$ cat src/rtl/sat_counter.sv
// sat_counter: saturating up-counter; ports clk, reset_n (async low), inc, clr (priority over inc), count
module sat_counter #(
  parameter int W = 16
) (
  input  logic         clk,
  input  logic         reset_n,
  input  logic         inc,
  input  logic         clr,
  output logic [W-1:0] count
);
  always_ff @(posedge clk or negedge reset_n)
    if (!reset_n) count <= '0;
    else if (clr) count <= '0;
    else if (inc && count != '1) count <= count + 1'b1;
endmodule

$ cat config.mk
export PLATFORM = sky130hd
export DESIGN_NAME = sat_counter
export DESIGN_NICKNAME = d
export VERILOG_FILES = /design/src/rtl/sat_counter.sv
export SDC_FILE = /design/constraint.sdc
export NUM_CORES = 1
export LEC_CHECK = 0
export CORE_UTILIZATION = 49
export CTS_CLUSTER_DIAMETER = 30
export CTS_CLUSTER_SIZE = 10
export DETAILED_ROUTE_END_ITERATION = 6
export PLACE_DENSITY = 0.85
export SLEW_MARGIN = 20
export SYNTH_ARGS = -nofsm -noshare
export SYNTH_HDL_FRONTEND = slang
export SYNTH_SLANG_ARGS = --single-unit
$ cat constraint.sdc
create_clock -name clk -period 2.13 [get_ports clk]
set_clock_uncertainty 0.2 [all_clocks]
set_input_delay 0.5325 -clock clk [delete_from_list [all_inputs] [get_ports clk]]
set_output_delay 0.5325 -clock clk [all_outputs]
set_load 0.02 [all_outputs]
==> impl_metrics.env <==
export IMPL_synth_area_per_cell_um2=9.61
export IMPL_setup_viol=0
export IMPL_grt_pass1_wl_um=3530
export IMPL_status="completed"
export IMPL_grt_max_degree=17
export IMPL_fp_row_count=15
export IMPL_critPathLaunchType="flop"
export IMPL_drtIter0Drc=28
export IMPL_worstPathMaxFanout=6
export IMPL_post_drt_wl_per_cell_um=15.1
export IMPL_root_buffer="clkbuf_4"
export IMPL_largest_register="count"
export IMPL_fp_dieH_um=45.9
export IMPL_critical_path_slowest_cell="clkdlybuf4s50_1"
export IMPL_clock_latency_ps=280
export IMPL_layout_commonest_cell="buf_4"
export IMPL_cts_tree="yes"
export IMPL_ys_seq_elements=16
export IMPL_initial_core_util=0.534
export IMPL_critPathTopFamily="buffers and inverters"
export IMPL_coreArea_mm2=0.00176
export IMPL_reg_largest_list="count (16)"
export IMPL_gp_congestion=0.884
export IMPL_syn_nets=103
export IMPL_hold_viol=0
export IMPL_first_global_vias=799
export IMPL_drtAntennaViolNets=0
export IMPL_ir_drop_mv=0.248
export IMPL_drive_gt1_frac=0.220
export IMPL_fmax_ghz=0.477
export IMPL_tns_ps=0
export IMPL_via_count=957
export IMPL_power_density_mw_per_mm2=404
export IMPL_numCtsBuffers=3
export IMPL_fp_dieW_um=45.9
export IMPL_synthCells=98
export IMPL_end_kind="primary output"
export IMPL_finalMaxSlewViolations=0
export IMPL_critPathBufInv=1
export IMPL_antenna_found_initial=0
export IMPL_yosysTopAreaCell="dfrtp_1"
export IMPL_tightest_slew_ps=491
export IMPL_cts_setup_buffers=0
export IMPL_hpwl_um=1740
export IMPL_clk_path_buf_depth=2
export IMPL_synthToLayoutAreaGrowth_pct=38.4
export IMPL_grtUsageMet1=0.326
export IMPL_required_ps=1400
export IMPL_final_cell_mix="buf_4, dfrtp_1, a21oi_1, clkdlybuf4s50_1"
export IMPL_use_met2=0.369
export IMPL_hp_class="primary input to async pin"
export IMPL_p_leak_uw=0.000666
export IMPL_synth_cell_type_count=28
export IMPL_cts_hold_buf=0
export IMPL_grt_met3_usage=0.0238
export IMPL_dr_pass1_iters=4
export IMPL_fin_crit_sh=0.984
export IMPL_via_per_inst=6.10
export IMPL_synth_top_area_share=0.425
export IMPL_dieArea_mm2=0.00210
export IMPL_syn_cell_area_um2=942
export IMPL_cts_clk_slew_worst_paths_ps=90
export IMPL_htreeDepth=1
export IMPL_num_nets_final=139
export IMPL_path_class="flop to primary output"
export IMPL_slew_headroom=0.670
export IMPL_grt_usage=0.231
export IMPL_grt_busiest_layer="met2"
export IMPL_port_buffers=19
export IMPL_synth_seq_area_share=0.425
export IMPL_synth_top_cells_by_area="dfrtp_1, a21oi_1, o31ai_1, mux2_1, nand4_1"
export IMPL_routed_wl_um=2370
export IMPL_cp_data_arrival_time_ps=1360
export IMPL_cap_violations=0
export IMPL_grt_overflow=0
export IMPL_synth_edf_count=0
export IMPL_antennaDiodeCount=0
export IMPL_largest_register_ff_count=16
export IMPL_synth_main_ff_cell="dfrtp_1"
export IMPL_critical_path_max_stage_delay_ps=640
export IMPL_numClockSinks=16
export IMPL_path_cells="clkdlybuf4s50_1"
export IMPL_min_period_ps=2100
export IMPL_yosys_warnings=0
export IMPL_p_total_uw=527
export IMPL_drc=0
export IMPL_rsz0062_at_grt="false"
export IMPL_async_reset_ff_frac=1.00
export IMPL_ios=20
## metrics by stage
stage / hold slack, ps / instance area, µm² / std cells / worst slack, ps / util
after floorplan: 36.9 / 942 / 98 / 46.6 / -
after global placement: 386 / 1260 / 154 / -146 / 0.717
after detailed placement: 398 / 1260 / 154 / -200 / 0.717
after CTS: 375 / 1290 / 157 / 8.20 / 0.729
after global routing: 400 / 1300 / 157 / 1.85 / 0.739
final: 372 / 1300 / 157 / 34.2 / 0.739
## cells in the mapped netlist (4+ instances only)
| cell | count |
|---|---|
| a21oi_1 | 11 |
| o31ai_1 | 7 |
| nor4_1 | 4 |
| clkbuf_1 | 4 |
| dfrtp_1 | 16 |
| or4_1 | 5 |
| nor2_1 | 4 |
| mux2_1 | 4 |
| nor2b_1 | 4 |
| nand2_1 | 6 |
| nand4_1 | 6 |
## timing repair
item                                    CTS  global route
resized for setup                         1             7
pin swaps                                 0             1
endpoints found under the setup margin    1            11
## path summary, 6_finish.rpt
check | start | to | slack [ps] | cells after the start
min | reset_n | count[15]$_DFFE_PN0P_ | 370 | 2
max reg2reg | count[2]$_DFFE_PN0P_ | count[9]$_DFFE_PN0P_ | 130 | 4
max | count[9]$_DFFE_PN0P_ | count[9] | 30 | 1
min in group clk | count[14]$_DFFE_PN0P_ | count[14]$_DFFE_PN0P_ | 420 | 2
max in group asynchronous | reset_n | count[7]$_DFFE_PN0P_ | 1180 | 2
min reg2reg | count[14]$_DFFE_PN0P_ | count[14]$_DFFE_PN0P_ | 420 | 2
## area by class of cell
class	instances	area (µm²)
repair buffers	36	334
well taps	25	31.3
clock buffers	3	22.5
flip-flops and latches	16	400
fillers	140	460
inverters	3	11.3
multi-input cells	74	504
## layer usage
layer  part of all wire  routed length [µm]
met1               0.43                1010
met2               0.50                1180
met3              0.068                 162
met4              0.010                  24
met5                  0                   0
## cells by family after synthesis
group	Yosys count	share of synthesized area
muxes	4	0.0478
buffers and inverters	8	0.0398
AOI/OAI and AO/OA	24	0.162
DFF	16	0.425
and+or+nand+nor	45	0.312
adders and majority gates	1	0.0133
## where the power goes
group	switching [µW]	internal (µW)	leakage [µW]
clock network	92.1	65.6	0.0000138
logic	32.1	28.4	0.000430
registers	2.45	306	0.000222
total	127	400	0.000666
(Power assumes the default switching activity.)
